**config.mk**
```make
export PLATFORM = sky130hd
export DESIGN_NAME = load_store_unit
export DESIGN_NICKNAME = d
export VERILOG_FILES = /design/src/rtl/load_store_unit.sv
export SDC_FILE = /design/constraint.sdc
export NUM_CORES = 1
export LEC_CHECK = 0
export CAP_MARGIN = 20
export CORE_UTILIZATION = 35
export CTS_CLUSTER_SIZE = 25
export DETAILED_ROUTE_END_ITERATION = 16
export GPL_ROUTABILITY_DRIVEN = 1
export PLACE_DENSITY = 0.67
export SLEW_MARGIN = 30
export SYNTH_ARGS = -nofsm -noshare
export SYNTH_HDL_FRONTEND = slang
export SYNTH_SLANG_ARGS = --single-unit
export TNS_END_PERCENT = 30
```
**constraint.sdc**
```tcl
create_clock -name clk -period 4.8 [get_ports clk]
set_input_delay 0.48 -clock clk [delete_from_list [all_inputs] [get_ports clk]]
set_output_delay 0.48 -clock clk [all_outputs]
set_load 0.1 [all_outputs]
```
**src/rtl/load_store_unit.sv**
```systemverilog
`default_nettype none
// load_store_unit (rev 1.0): single-outstanding load/store sequencer between the execute stage
// and a word-wide memory port; formats store lanes, checks alignment, extends load data.
module load_store_unit (
  input  logic        clk,
  input  logic        reset,
  input  logic        start,
  input  logic        MemWrite,
  input  logic        MemRead,
  input  logic [1:0]  Store,
  input  logic [2:0]  Load,
  input  logic [31:0] Addr,
  input  logic [31:0] WriteData,
  output logic        mem_req,
  output logic        mem_we,
  output logic [31:0] mem_addr,
  output logic [31:0] mem_wdata,
  output logic [3:0]  mem_wstrb,
  input  logic        mem_ack,
  input  logic [31:0] mem_rdata,
  output logic [31:0] ReadData,
  output logic        stall,
  output logic        done,
  output logic        misaligned
);
  typedef enum logic [1:0] {IDLE = 2'd0, REQ = 2'd1, DONE = 2'd2} state_t;

  state_t      state_q, state_d;
  logic        is_store_q, is_store_d;
  logic [2:0]  load_q, load_d;
  logic [1:0]  off_q, off_d;
  logic        mem_req_q, mem_req_d;
  logic        mem_we_q, mem_we_d;
  logic [31:0] mem_addr_q, mem_addr_d;
  logic [31:0] mem_wdata_q, mem_wdata_d;
  logic [3:0]  mem_wstrb_q, mem_wstrb_d;
  logic [31:0] rdata_q, rdata_d;
  logic        done_q, done_d;
  logic        mis_q, mis_d;

  logic        accept;
  logic        misalign;
  logic [15:0] shifted;
  logic [31:0] ld_val;

  always_comb begin
    accept = (state_q == IDLE) && start && (MemWrite || MemRead);

    // A simultaneous MemWrite/MemRead is a store, so MemWrite alone selects the size rule.
    if (MemWrite)
      misalign = ((Store == 2'b01) && Addr[0]) || (Store[1] && (Addr[1:0] != 2'b00));
    else
      misalign = ((Load[1:0] == 2'b01) && Addr[0]) || (Load[1] && (Addr[1:0] != 2'b00));

    shifted = 16'(mem_rdata >> {off_q, 3'b000});
    case (load_q[1:0])
      2'b00:   ld_val = {{24{shifted[7] & ~load_q[2]}}, shifted[7:0]};
      2'b01:   ld_val = {{16{shifted[15] & ~load_q[2]}}, shifted[15:0]};
      default: ld_val = mem_rdata;
    endcase

    state_d     = state_q;
    is_store_d  = is_store_q;
    load_d      = load_q;
    off_d       = off_q;
    mem_req_d   = mem_req_q;
    mem_we_d    = mem_we_q;
    mem_addr_d  = mem_addr_q;
    mem_wdata_d = mem_wdata_q;
    mem_wstrb_d = mem_wstrb_q;
    rdata_d     = rdata_q;
    done_d      = 1'b0;
    mis_d       = 1'b0;

    case (state_q)
      IDLE: begin
        if (accept) begin
          is_store_d = MemWrite;
          load_d     = Load;
          off_d      = Addr[1:0];
          if (misalign) begin
            state_d = DONE;
            done_d  = 1'b1;
            mis_d   = 1'b1;
          end else begin
            state_d    = REQ;
            mem_req_d  = 1'b1;
            mem_we_d   = MemWrite;
            mem_addr_d = {Addr[31:2], 2'b00};
            if (MemWrite) begin
              case (Store)
                2'b00: begin
                  mem_wstrb_d = 4'b0001 << Addr[1:0];
                  mem_wdata_d = {4{WriteData[7:0]}};
                end
                2'b01: begin
                  mem_wstrb_d = Addr[1] ? 4'b1100 : 4'b0011;
                  mem_wdata_d = {2{WriteData[15:0]}};
                end
                default: begin
                  mem_wstrb_d = 4'b1111;
                  mem_wdata_d = WriteData;
                end
              endcase
            end else begin
              mem_wstrb_d = 4'b0000;
              mem_wdata_d = 32'h0;
            end
          end
        end
      end
      REQ: begin
        if (mem_ack) begin
          mem_req_d = 1'b0;
          state_d   = DONE;
          done_d    = 1'b1;
          if (!is_store_q) rdata_d = ld_val;
        end
      end
      DONE:    state_d = IDLE;
      default: state_d = IDLE;
    endcase
  end

  always_ff @(posedge clk or posedge reset) begin
    if (reset) begin
      state_q     <= IDLE;
      is_store_q  <= 1'b0;
      load_q      <= 3'b000;
      off_q       <= 2'b00;
      mem_req_q   <= 1'b0;
      mem_we_q    <= 1'b0;
      mem_addr_q  <= 32'h0;
      mem_wdata_q <= 32'h0;
      mem_wstrb_q <= 4'b0000;
      rdata_q     <= 32'h0;
      done_q      <= 1'b0;
      mis_q       <= 1'b0;
    end else begin
      state_q     <= state_d;
      is_store_q  <= is_store_d;
      load_q      <= load_d;
      off_q       <= off_d;
      mem_req_q   <= mem_req_d;
      mem_we_q    <= mem_we_d;
      mem_addr_q  <= mem_addr_d;
      mem_wdata_q <= mem_wdata_d;
      mem_wstrb_q <= mem_wstrb_d;
      rdata_q     <= rdata_d;
      done_q      <= done_d;
      mis_q       <= mis_d;
    end
  end

  assign mem_req    = mem_req_q;
  assign mem_we     = mem_we_q;
  assign mem_addr   = mem_addr_q;
  assign mem_wdata  = mem_wdata_q;
  assign mem_wstrb  = mem_wstrb_q;
  assign ReadData   = rdata_q;
  assign done       = done_q;
  assign misaligned = mis_q;
  assign stall      = accept || (state_q == REQ);
endmodule
`default_nettype wire

```
Word-level counts from Yosys, hierarchy flattened. Cells that the tools add are included.

Flip-flop bits (word level): 110. Input port bits: 107. Output and inout bits: 105. Word-level logic and storage cells: 66.

Equality and inequality tests: 7. Shift operators: 2. Mux-type cells: 20. Bitwise gates (word level): 5. Reduce and logical (&&, ||, !) cells: 20.

Operators by type and width (count): 32-bit one-hot mux with 2 select lines (2); 32-bit 2-to-1 mux (1); 32-bit by 5-bit >> shifter with 16-bit output (1); 2-bit by 1-bit equality test with 1-bit output (second input constant) (4); 1-bit 2-to-1 mux (8); 4-bit 2-to-1 mux (2); 4-bit one-hot mux with 2 select lines (1); 1-bit logical AND (6); 2-bit logical NOT (3); 2-bit 2-to-1 mux (3); 2-bit != test (second input constant) (3); 3-bit AND reduction (2); 1-bit logical OR (4); 1-bit one-hot mux with 2 select lines (2); 2-bit one-hot mux with 2 select lines (1); 2-bit AND reduction (2); 4-bit AND reduction (1); 2-bit nonzero test (2); 1-bit by 2-bit << shifter with 4-bit output (first input constant) (1); 1-bit inverter (3); 1-bit bitwise AND (2).

Depth between registers and ports, before layout. Gate-level depths: netlist (run 1).

Depth after elaboration: 7. Mapped depth: 7. Gate-level depth less buffers: 4.

Least setup slack after synthesis (run 1). No wires, ideal clock.

Kind: input-to-output. Start point: input port start. End point: output port stall. Data arrival time: 1708 ps. Slack: 2612 ps. Cell stages on the path: 3. Path buffers: 0. Cell sequence: nor3b_1 -> o21ai_1 -> nand2_1.

Cells in the longest elaborated chain, start to end: 3.

Ends and longest elaborated chain: start, declared (line 7) `input logic start,`; 1-bit logical AND (2 in a row) (line 47) `accept = (state_q == IDLE) && start && (MemWrite || MemRead);`; 1-bit logical OR (line 163) `assign stall = accept || (state_q == REQ);`; end, declared (line 22) `output logic stall,`.

Every way passes these cells.

Final worst setup path (run 1). Ends and elaborated chain as after synthesis.

==> impl_results.md, run 1 <==
* Clk slew on worst S/H paths at 0.07 ns
* PortBufs at 209
* CTS H-tree lvls at 3
* Rows at 43
* Worst Path Arrival at 2.85 ns
* Avg WL per Cell at ~18 um
* Chip width at 123 um
* Mapped cell area at 5160 um^2
* Core box area at 14100 um^2
* Register bit total from synthesis at 110
* Area Growth Syn to Fin at 48.0%
* Initial antenna violation count at 1
* First-pass GRT wire length at 23.2 mm
* Post-synth top area cell: dfrtp_1
* Remaining DRCs at 0
* WP buf/inv at 2
* Slowest stage cell, crit path: clkdlybuf4s50_1
* Share of layout cells above drive strength 1 at a little over a tenth
* Root buf cell: clkbuf_16
* Slew headroom at just over 30%
* Ys async rst share at 100%
* Synth warn at 0
* Final GP Congestion at 0.889
* DR iter-0 viols at 302
* Maximum root-to-sink buffer count at 2
* Post-synth EDFFs at 0
* Dpl hpwl at ~11 mm
* Setup crit end kind: primary output
* Worst-Margin Slew at 1.04 ns
* Slew Limit Fails at 0
* Initial Util at 36.4%
* Post-CTS Resized at 0
* Largest cells by area after synthesis: dfrtp_1, mux2_2, mux2i_1
* Fin crit share at approximately 69%
* Worst Path Class, Setup: in -> out
* Worst hold path class: reg -> reg
* Gate Count Post-Synth at 471
* Critical path's top delay family: buffers and inverters
* GRT Util Overall at between 10% and 20%
* Unrepaired setup endpoints after global routing: no
* Dpl cell area at 7370 um^2
* Critical Path Fanout Max at 7
* Nets at 769
* Die area at around 15000 um^2
* CTS tree: yes
* Die height at 123 um
* Sink Count at 110
* Cell Chain, Critical Path: clkdlybuf4s50_1 > nor3b_1 > o21ai_1 > nand2_1 > clkdlybuf4s50_1
* Post-route ant nets at 0
* Largest net degree at the start of global routing at 80
* Drt via density at 5.12
* Clock Skew at 0.00872 ns
* Setup TNS at 0 ns
* Max stage delay on crit path at between 1 and 1.5 ns
* Min cycle time layout at 3.33 ns
* Avg Inst Size Synth at between 10 and 15 um^2
* Max Cap Viol at 0
* WP data required at between 4 and 5 ns
* Setup crit start kind: input pin
* Fmax at 0.301 GHz
* Num CTS Buffers at 9
* Vias in the first global route at roughly 4400
* Overflow after GRT at 0
* Total Wirelength at 14.9 mm
* Post-CTS Setup Bufs at 0
* Final setup fails at 0
* Final instance area at 7630 um^2
* Register area share after synthesis at 53.4%
* Hold_buf cts at 0
* CP most frequent cell: clkdlybuf4s50_1
* Synth Flop Type: dfrtp_1
* Run status: finished, final reports clean
* Final Util at about 54%
* Top cell type's share of synthesized area at 53.4%
* Vias post-DR at 4338
* Drt pass-1 iters at 4
* Worst-Skew Late Latency at 0.35 ns
* Synth unique cells at 41
* Hold violation total from the final report at 0
* I/O pin cnt at about 210
==> sequential cells by signal (all words and copies together), names as in the netlist <==
name	count
mem_req	1
is_store_q	1
mem_we	1
done	1
load_q	3
mem_addr	30
state_q	2
mem_wdata	32
off_q	2
misaligned	1
ReadData	32
mem_wstrb	4
==> worst paths after layout <==
| path | from | to | slack [ns] | cells after the start |
|---|---|---|---|---|
| hold reg to reg | mem_wstrb[0]$_DFFE_PP0P_ | mem_wstrb[0]$_DFFE_PP0P_ | 0.48 | 1 |
| setup / recovery | start | stall | 1.47 | 5 |
| max in group asynchronous | reset | mem_wdata[24]$_DFFE_PP0P_ | 3.26 | 3 |
| setup reg to reg | off_q[1]$_DFFE_PP0P_ | ReadData[9]$_DFFE_PP0P_ | 2.17 | 3 |
| min in group asynchronous | reset | ReadData[22]$_DFFE_PP0P_ | 0.61 | 2 |
| hold / removal | mem_wstrb[0]$_DFFE_PP0P_ | mem_wstrb[0]$_DFFE_PP0P_ | 0.48 | 1 |
==> layout make-up <==
cell class,count,area [um^2]
sequential,110,2750
clock inverter,3,21.3
tap,180,225
timing repair buffer,217,2150
antenna,1,2.50
clock buffer,12,246
inverter,1,8.76
fill,1249,6520
multi-input combinational,323,2230
==> synth_stat cells, types with 2 or more instances <==
library cell    n
nand3b_1        2
nor3b_1         9
nor3_1          4
o22ai_1         3
nand3_2        10
nand2b_1       11
nand2_1        62
a21oi_1         9
o2bb2ai_1      17
o21a_1          2
clkbuf_1       24
dfrtp_1       110
a22o_1         17
mux4_2          2
a21o_1          9
buf_6           3
nor2b_1         2
mux2_2         31
o21ai_0        32
buf_2           8
mux2i_1        32
buf_4           2
a31oi_1         2
nand3_1        22
nor2_1         23
a211oi_1        8
==> per-layer routing <==
metal,track usage [%],routed length [um]
met5,0,0
met4,10.3,518
met3,5.12,1210
met1,26.1,6600
met2,30.2,6560
==> cell usage in the layout, fill, tap and decap left out, types with 3 or more instances in the layout <==
cell / netlist / final
a211oi_1: 8 / 8
a21o_1: 9 / 9
a21oi_1: 9 / 9
a22o_1: 17 / 17
buf_4: 2 / 8
clkbuf_16: 0 / 9
clkdlybuf4s50_1: 0 / 208
dfrtp_1: 110 / 110
mux2_2: 31 / 31
mux2i_1: 32 / 32
nand2_1: 62 / 62
nand2b_1: 11 / 11
nand3_1: 22 / 22
nand3_2: 10 / 10
nor2_1: 23 / 23
nor3_1: 4 / 4
nor3b_1: 9 / 8
o21ai_0: 32 / 31
o22ai_1: 3 / 3
o2bb2ai_1: 17 / 17
==> through the flow <==
step | cells | hold slack [ns] | setup slack (ns)
floorplan | 472 | 0.460 | 1.42
global placement | 831 | 0.464 | 1.46
detailed placement | 831 | 0.470 | 1.45
CTS | 846 | 0.491 | 1.44
global route | 847 | 0.500 | 1.33
finish | 847 | 0.484 | 1.47
==> kinds of logic after synthesis <==
group | synth area share (%)
XOR/XNOR | 0.170
other | 0.0727
multiplexers | 13.9
flip-flops | 53.4
AND/OR/NAND/NOR | 14.7
AO/OA/AOI/OAI | 14.2
buffers and inverters | 3.61
Power of run 1 is not shown: default switching activity piles up to over one toggle a cycle in this logic, so the estimate is an artifact.
==> inputs of run 2 (changes only) <==
--- a/config.mk
+++ b/config.mk
@@ -10,7 +10,7 @@
 export CTS_CLUSTER_SIZE = 25
 export DETAILED_ROUTE_END_ITERATION = 16
 export GPL_ROUTABILITY_DRIVEN = 1
-export PLACE_DENSITY = 0.67
+export PLACE_DENSITY = 0.7
 export SLEW_MARGIN = 30
 export SYNTH_ARGS = -nofsm -noshare
 export SYNTH_HDL_FRONTEND = slang
==> constraint.sdc (replaced) <==
create_clock -name clk -period 2.7 [get_ports clk]
set_input_delay 0.27 -clock clk [delete_from_list [all_inputs] [get_ports clk]]
set_output_delay 0.27 -clock clk [all_outputs]
set_load 0.1 [all_outputs]
==> run 2 against run 1 <==
Sequential cell count is the same. Die area is the same. Setup slack lost 0.91 ns. Via count grew 1.2%. Clock skew shrank 0.0022 ns. Largest cell class unchanged.
==> impl_results.md, run 2 (synthesis results as in run 1) <==
* Run status: finished, final reports clean
* Setup crit end kind: primary output
* Post-CTS Resized at 0 (unchanged)
* Post-route ant nets at 0 (unchanged)
* Nets at 777 (+1.0%)
* Overflow after GRT at 0 (unchanged)
* Share of layout cells above drive strength 1 at 27.6% (+17 points)
* I/O pin cnt at 212 (unchanged)
* Final setup fails at 0 (unchanged)
* Die area at 15200 um^2 (unchanged)
* Rows at 43 (unchanged)
* Initial antenna violation count at 0 (-1)
* Unrepaired setup endpoints after global routing: no
* Setup crit start kind: register
* Met1 WL at 6.34 mm (-3.9%)
* Worst-Margin Slew at 0.721 ns (-0.317 ns)
* Largest net degree at the start of global routing at 111 (+39%)
* Maximum root-to-sink buffer count at 2 (unchanged)
* Reg2reg path depth at 5 (+2)
* DR iter-0 viols at 240 (-21%)
* GRT Util Overall at 19.5% (-0.36 points)
* Met2 WL at 7.21 mm (+9.8%)
* Worst Setup Slack, final at 0.567 ns (-0.906 ns)
* Die height at 123 um (unchanged)
* CTS tree: yes
* Vias post-DR at 4390 (+1.2%)
* Num CTS Buffers at 9 (unchanged)
* Drt via density at 5.13 (+0.25%)
* Commonest non-fill, non-tap cell in the layout: buf_4
* Critical Path Fanout Max at 7 (unchanged)
* Initial Util at 36.4% (unchanged)
* Pre-CTS WS at 0.342 ns (-1.11 ns)
* Sink Count at 110 (unchanged)
* N_diodes at 0 (-1)
* Most frequent cells in the layout: buf_4, dfrtp_1, clkdlybuf4s50_1
* Max Cap Viol at 0 (unchanged)
* R2R Path Start: state_q[0]$_DFFE_PP0P_
* Area Growth Syn to Fin at 45.9%
* WP data required at 2.43 ns (-1.89 ns)
* Remaining DRCs at 0 (unchanged)
* CTS H-tree lvls at 3 (unchanged)
* CP startpoint: state_q[0]$_DFFE_PP0P_
* Clock Skew at 0.00654 ns (-0.00218 ns)
* Worst Path Class, Setup: reg -> out
* Core box area at 14100 um^2 (unchanged)
* Hold_buf cts at 0 (unchanged)
* Max stage delay on crit path at 0.43 ns (-0.72 ns)
* Final instance area at 7530 um^2 (-1.4%)
* Dpl hpwl at 10.8 mm (-0.66%)
* Vias in the first global route at 4318 (-2.1%)
* Avg WL per Cell at 17.4 um (-1.1%)
* Cell Chain, Critical Path: nor3b_1 > o21ai_1 > nand2_1 > buf_12
* Slew headroom at 51.8% (+21 points)
* Post-CTS Setup Bufs at 0 (unchanged)
* Drt pass-1 iters at 4 (unchanged)
* Worst-Skew Late Latency at 0.35 ns (about the same)
* First-pass GRT wire length at 22.7 mm (-2.4%)
* Routed wl met3 at 1.01 mm (-17%)
* Min cycle time layout at about 2.1 ns
* Slew Limit Fails at 0 (unchanged)
* Clk slew on worst S/H paths at 0.07 ns (about the same)
* Hold violation total from the final report at 0 (unchanged)
* Setup TNS at 0 ns (unchanged)
* Highest metal used: met4
* Fmax at 0.469 GHz
* Dpl cell area at 7210 um^2 (-2.2%)
* Total Wirelength at 14.9 mm (-0.19%)
* Chip width at 123 um (unchanged)
* Final GP Congestion at 0.821 (-7.6%)
* PortBufs at 209 (unchanged)
* Slowest stage cell, crit path: dfrtp_1
* Worst hold path class: in -> async
* Fin crit share at 79.0%
* Worst Path Arrival at 1.86 ns (-0.99 ns)
* Root buf cell: clkbuf_16
## run 2: cell count changes in the layout (fill, tap and decap cells not counted), moves of 2 or more
cell / previous run / this run
buf_12: 0 / 3
buf_4: 8 / 116
clkbuf_1: 2 / 0
clkdlybuf4s50_1: 208 / 106
clkinvlp_4: 1 / 3
## run 2: path summary, 6_finish.rpt
path                                                  to  slack (ns)
worst max-delay path                               stall        0.57
worst min-delay path            ReadData[31]$_DFFE_PP0P_        0.46
worst max register to register   mem_addr[3]$_DFFE_PP0P_        0.63
worst min register to register   ReadData[4]$_DFFE_PP0P_        0.49
max in group asynchronous         state_q[1]$_DFFE_PP0P_        1.82
min in group clk                   load_q[2]$_DFFE_PP0P_        0.47
## run 2: routing by layer
layer	vias up	global-route usage [%]
met5	-	0
met3	16	5.40
met4	0	7.00
met1	2138	24.9
met2	163	31.7
li1	2073	-
## run 2: worst max-delay path: cells and delay by family (launching register included)
kind,cells,cell delay [ns]
and+or+nand+nor,2,0.60
DFF,1,0.43
buffers and inverters,1,0.19
AOI/OAI and AO/OA,1,0.29
## run 2: layout make-up
class                      count  area [um^2]
inverter                       1         7.51
multi-input combinational    323         2230
sequential                   110         2750
fill                        1268         6620
clock buffer                  11          253
clock inverter                 5         65.1
tap                          180          225
timing repair buffer         225         1990
## run 2: through the flow
| stage | hold WS, ns | instances | utilization [%] |
|---|---|---|---|
| after CTS | 0.465 | 855 | 53.2 |
| after global placement | 0.464 | 839 | 50.9 |
| final | 0.463 | 855 | 53.2 |
| after global routing | 0.465 | 855 | 53.2 |
| after floorplan | 0.375 | 472 | - |
| after detailed placement | 0.475 | 839 | 50.9 |
Power of run 2 is left out for the same reason.
==> patch 1, RTL diff (settings of run 1) <==
Take the reset off `mem_addr_q`, `mem_wdata_q`, `mem_wstrb_q` and `rdata_q` and load them in a clocked block of their own.
--- a/src/rtl/load_store_unit.sv
+++ b/src/rtl/load_store_unit.sv
@@ -130,10 +130,6 @@
       off_q       <= 2'b00;
       mem_req_q   <= 1'b0;
       mem_we_q    <= 1'b0;
-      mem_addr_q  <= 32'h0;
-      mem_wdata_q <= 32'h0;
-      mem_wstrb_q <= 4'b0000;
-      rdata_q     <= 32'h0;
       done_q      <= 1'b0;
       mis_q       <= 1'b0;
     end else begin
@@ -143,13 +139,16 @@
       off_q       <= off_d;
       mem_req_q   <= mem_req_d;
       mem_we_q    <= mem_we_d;
-      mem_addr_q  <= mem_addr_d;
-      mem_wdata_q <= mem_wdata_d;
-      mem_wstrb_q <= mem_wstrb_d;
-      rdata_q     <= rdata_d;
       done_q      <= done_d;
       mis_q       <= mis_d;
     end
+  end
+
+  always_ff @(posedge clk) begin
+    mem_addr_q  <= mem_addr_d;
+    mem_wdata_q <= mem_wdata_d;
+    mem_wstrb_q <= mem_wstrb_d;
+    rdata_q     <= rdata_d;
   end
 
   assign mem_req    = mem_req_q;
Check against the original RTL: not equivalent (a bounded check fails within 4 cycles, from zero or initial values and one cycle with reset high).
==> patch 1 against run 1 <==
Setup slack gained 0.26 ns; routed wire length shrank 13%; area after synthesis shrank 3.7%; maximum frequency grew 8.3%; final cell count shrank 8.7%; cell area shrank 1.8%; via count shrank 13%; sequential cell count is the same; sequential share of layout area grew 7.2 points; global-route usage shrank 2.0 points; critical path type is now primary input to flop; critical endpoint is now mem_addr[21]; highest routed layer unchanged.
==> patch 1: results (changes against run 1) <==
synthTopCellsByArea: "edfxtp_1 (59%), dfrtp_1 (6.0%), o21ai_0 (4.9%)"
clk_pin_slew_ns: 0.08
drtPass1Iterations: 5  # +1
layout.cells.non_filler: 773  # -8.7%
ys_warn_count: 0  # unchanged
dpl.hpwl_microns: 9700  # -11%
grt_max_degree: 43  # -46%
fmax_ghz: 0.326  # +8.3%
fin_hold_ws_ns: 0.427  # -0.0565 ns
ys_seq_area_share_pct: 65.3  # +12 points
r2r_end: "ReadData[28]"
syn_area_per_cell_sq_um: 12.7  # +16%
dpl_cell_area_sq_um: 7210  # -2.2%
grt_usage_pct: 17.9  # -2.0 points
critPathMaxStageDelay_ns: 0.85  # -0.30 ns
ys_types: 39  # -4.9%
antenna_found_initial: 0  # -1
grt_pass1_wl_microns: 19800  # -15%
grt_util_met3_pct: 1.97  # -3.1 points
place_congestion: 0.851  # -4.3%
wl_met2_microns: 6400  # -2.5%
grtUsageMet2_pct: 29.5  # -0.74 points
n_antenna_cell: 0  # -1
arrival_ns: 3.12  # +0.27 ns
drive_above_1_share_pct: 7.08  # -3.9 points
yosys-top-cells-count: "edfxtp_1 (98), nand2_1 (49), o21ai_0 (49)"
place_ws_ns: 1.37  # -0.0838 ns
fin_nets: 695  # -9.6%
num_vias: 3773  # -13%
startpoint: "Store[0]"
drt-wirelength-per-cell_microns: 16.8  # -4.3%
port_buffers: 209  # unchanged
r2r_slack_ns: 2.43  # +0.26 ns
grt_pass1_vias: 3605  # -18%
hold_class: "primary input to asynchronous set/reset pin"
fin_skew_ns: 0.00908  # +0.000362 ns
crit_path_end: "mem_addr[21]"
dp_cells: 757  # -8.9%
drtAntennaViolNets: 0  # unchanged
synth_async_sr_flop_share_pct: 10.9  # -89 points
synth-edff-count: 98  # +98
wl_met1_microns: 5720  # -13%
first_iter_violations: 311  # +3.0%
grt_use_met1_pct: 24.0  # -2.1 points
worst-r2r-cell-count: 3  # unchanged
worstPathMaxFanout: 36  # +29
status: "finished clean"
max-slew-margin-rel_pct: 31.2  # +0.56 points
wl_met3_microns: 580  # -52%
-- patch 1: changes by cell type after synthesis, moves of 16 or more --
cell / change
o21ai_0: +17
a22o_1: -16
and2_1: +18
mux2_2: -19
nand3_1: -20
edfxtp_1: +98
o2bb2ai_1: -17
dfrtp_1: -98
nor2b_1: +16
-- patch 1: cells by family after synthesis --
kind of cell | synth area share, %
and+or+nand+nor | 11.9
buffers and inverters | 3.15
muxes | 8.47
DFF | 65.3
other | 0.0755
AOI/OAI and AO/OA | 11.1
-- patch 1: final cells by class --
class                      instances  area, sq um
multi-input combinational        248         1580
timing repair buffer             215         2140
clock inverter                     6         76.3
fill                            1215         6380
clock buffer                      10          229
sequential                       110         3240
inverter                           4         15.0
tap                              180          225
-- patch 1: where the power goes --
| part | leakage (nW) | switching (mW) | internal [mW] |
|---|---|---|---|
| Combinational | 1.49 | 0.747 | 0.351 |
| Clock | 0.150 | 0.350 | 0.415 |
| Sequential | 1.05 | 0.0781 | 1.17 |
==> patch 2, RTL diff (settings of run 1) <==
Without the edit above. Re-encode `state_t` (3 states) as one-hot, 3 bits wide.
--- a/src/rtl/load_store_unit.sv
+++ b/src/rtl/load_store_unit.sv
@@ -23,7 +23,7 @@
   output logic        done,
   output logic        misaligned
 );
-  typedef enum logic [1:0] {IDLE = 2'd0, REQ = 2'd1, DONE = 2'd2} state_t;
+  typedef enum logic [2:0] {IDLE = 3'b001, REQ = 3'b010, DONE = 3'b100} state_t;
 
   state_t      state_q, state_d;
   logic        is_store_q, is_store_d;
Formal check against the unedited RTL: no difference found for any inputs over 4 cycles, from zero or initial values and one cycle with reset high; so few cycles prove little.
==> patch 2 against run 1 <==
Setup slack improved by 0.072 ns; global-route usage fell by 0.33 points; area after synthesis rose by 0.27%; core utilization fell by 1.2 points; sequential cell count rose by 1; routed wire length fell by 1.5%; cell area barely moved; first-iteration DRC count fell by 28%; non-clock buffer count fell by 1; critical path type unchanged; largest cell class unchanged.
Power is not shown: default switching activity piles up to over one toggle a cycle in this logic, so the estimate is an artifact.
==> patch 2: results (changes against run 1) <==
yosys-top-cells-count: "dfrtp_1 (110), nand2_1 (38), mux2i_1 (36)"
num_vias: 4252  # -2.0%
place_congestion: 0.859  # -3.4%
ys_warn_count: 0  # unchanged
arrival_ns: 2.78  # -0.07 ns
place_ws_ns: 1.54  # +0.0823 ns
status: "finished clean"
finalSetupTns_ns: 0  # unchanged
cts-resized-gates: 0  # unchanged
n_antenna_cell: 0  # -1
drive_above_1_share_pct: 10.8  # -0.20 points
grt_pass1_wl_microns: 22600  # -2.9%
ys_types: 44  # +7.3%
ctsLongestPathBuffers: 2  # unchanged
startpoint: "start"
critPathMaxStageDelay_ns: 1.13  # -0.02 ns
port_buffers: 209  # unchanged
hold_class: "flop to flop"
clk_pin_slew_ns: 0.07  # about the same
htreeDepth: 3  # unchanged
max-slew-margin-rel_pct: 31.1  # +0.44 points
hold_start: "mem_we"
worstPathMaxFanout: 8  # +1
slowest_stage: "clkdlybuf4s50_1"
dpl.hpwl_microns: 10500  # -3.8%
grt_usage_pct: 19.6  # -0.33 points
cts_root_buf: "clkbuf_16"
first_iter_violations: 217  # -28%
synthTopCellsByArea: "dfrtp_1 (53%), mux2_4 (8.4%), mux2i_1 (7.0%)"
grt_max_degree: 70  # -13%
drtPass1Iterations: 4  # unchanged
cts_setup_buffers: 0  # unchanged
numCtsBuffers: 9  # unchanged
cts_hold_buf: 0  # unchanged
fin_skew_ns: 0.00487  # -0.00385 ns
synth_async_sr_flop_share_pct: 100  # unchanged
ys_seq_area_share_pct: 53.7  # +0.37 points
antenna_found_initial: 0  # -1
routed_wl_microns: 14700  # -1.5%
timing.rr.start: "state_q[0]"
grt_pass1_vias: 4462  # +1.2%
fin_nets: 743  # -3.4%
clock_latency_ns: 0.35  # about the same
==> patch 2: cell types whose count changed after synthesis, sizes merged, moves of 6 or more <==
cell / run 1 / this run
a211oi: 8 / 2
nor3b: 9 / 1
nand3: 32 / 0
a21oi: 9 / 30
nor2: 23 / 33
a2bb2oi: 0 / 6
nand2b: 12 / 4
nand2: 62 / 38
nand3b: 2 / 8
clkbuf: 24 / 17
==> patch 2: kinds of logic after synthesis <==
family	share of synthesized area [%]
buf+inv	4.23
xor+xnor	0.169
simple gates	8.20
flops	53.7
mux	16.7
other cells	0.0725
compound gates	16.9
==> patch 2: through the flow <==
| step | cells | util, % | cell area [sq um] |
|---|---|---|---|
| 3_5_place_dp | 809 | 50.8 | 7350 |
| 5_1_grt | 825 | 52.8 | 7640 |
| 6_report | 825 | 52.8 | 7640 |
| 4_1_cts | 825 | 52.8 | 7650 |
| 3_3_place_gp | 809 | 50.8 | 7360 |
| 2_1_floorplan | 444 | - | 5170 |
==> patch 2: layout make-up <==
class | count | area (sq um)
Clock inverter | 7 | 73.8
Tap cell | 184 | 230
Timing Repair Buffer | 216 | 2130
Fill cell | 1275 | 6840
Multi-Input combinational cell | 294 | 2180
Sequential cell | 111 | 2780
Clock buffer | 9 | 225
Inverter | 4 | 17.5
==> patch 2: worst paths after layout <==
path,end,slack (ns),depth (start not counted)
min in group asynchronous,mem_addr[20],0.63,2
hold reg to reg,mem_we,0.49,1
hold / removal,mem_we,0.49,1
setup / recovery,stall,1.54,5
max in group asynchronous,ReadData[8],3.01,3
setup reg to reg,mem_wdata[25],2.40,5
==> patch 2: per-layer routing <==
metal,part of all wire (%),track usage (%)
met3,9.7,6.18
met4,3.1,9.49
met2,44,30.7
met5,0,0
met1,43,24.3
==> patch 2: worst max-delay path: cells and delay by family <==
kind | cells | cell delay, ns
and+or+nand+nor | 2 | 0.44
buffers and inverters | 2 | 1.58
AOI/OAI and AO/OA | 1 | 0.27
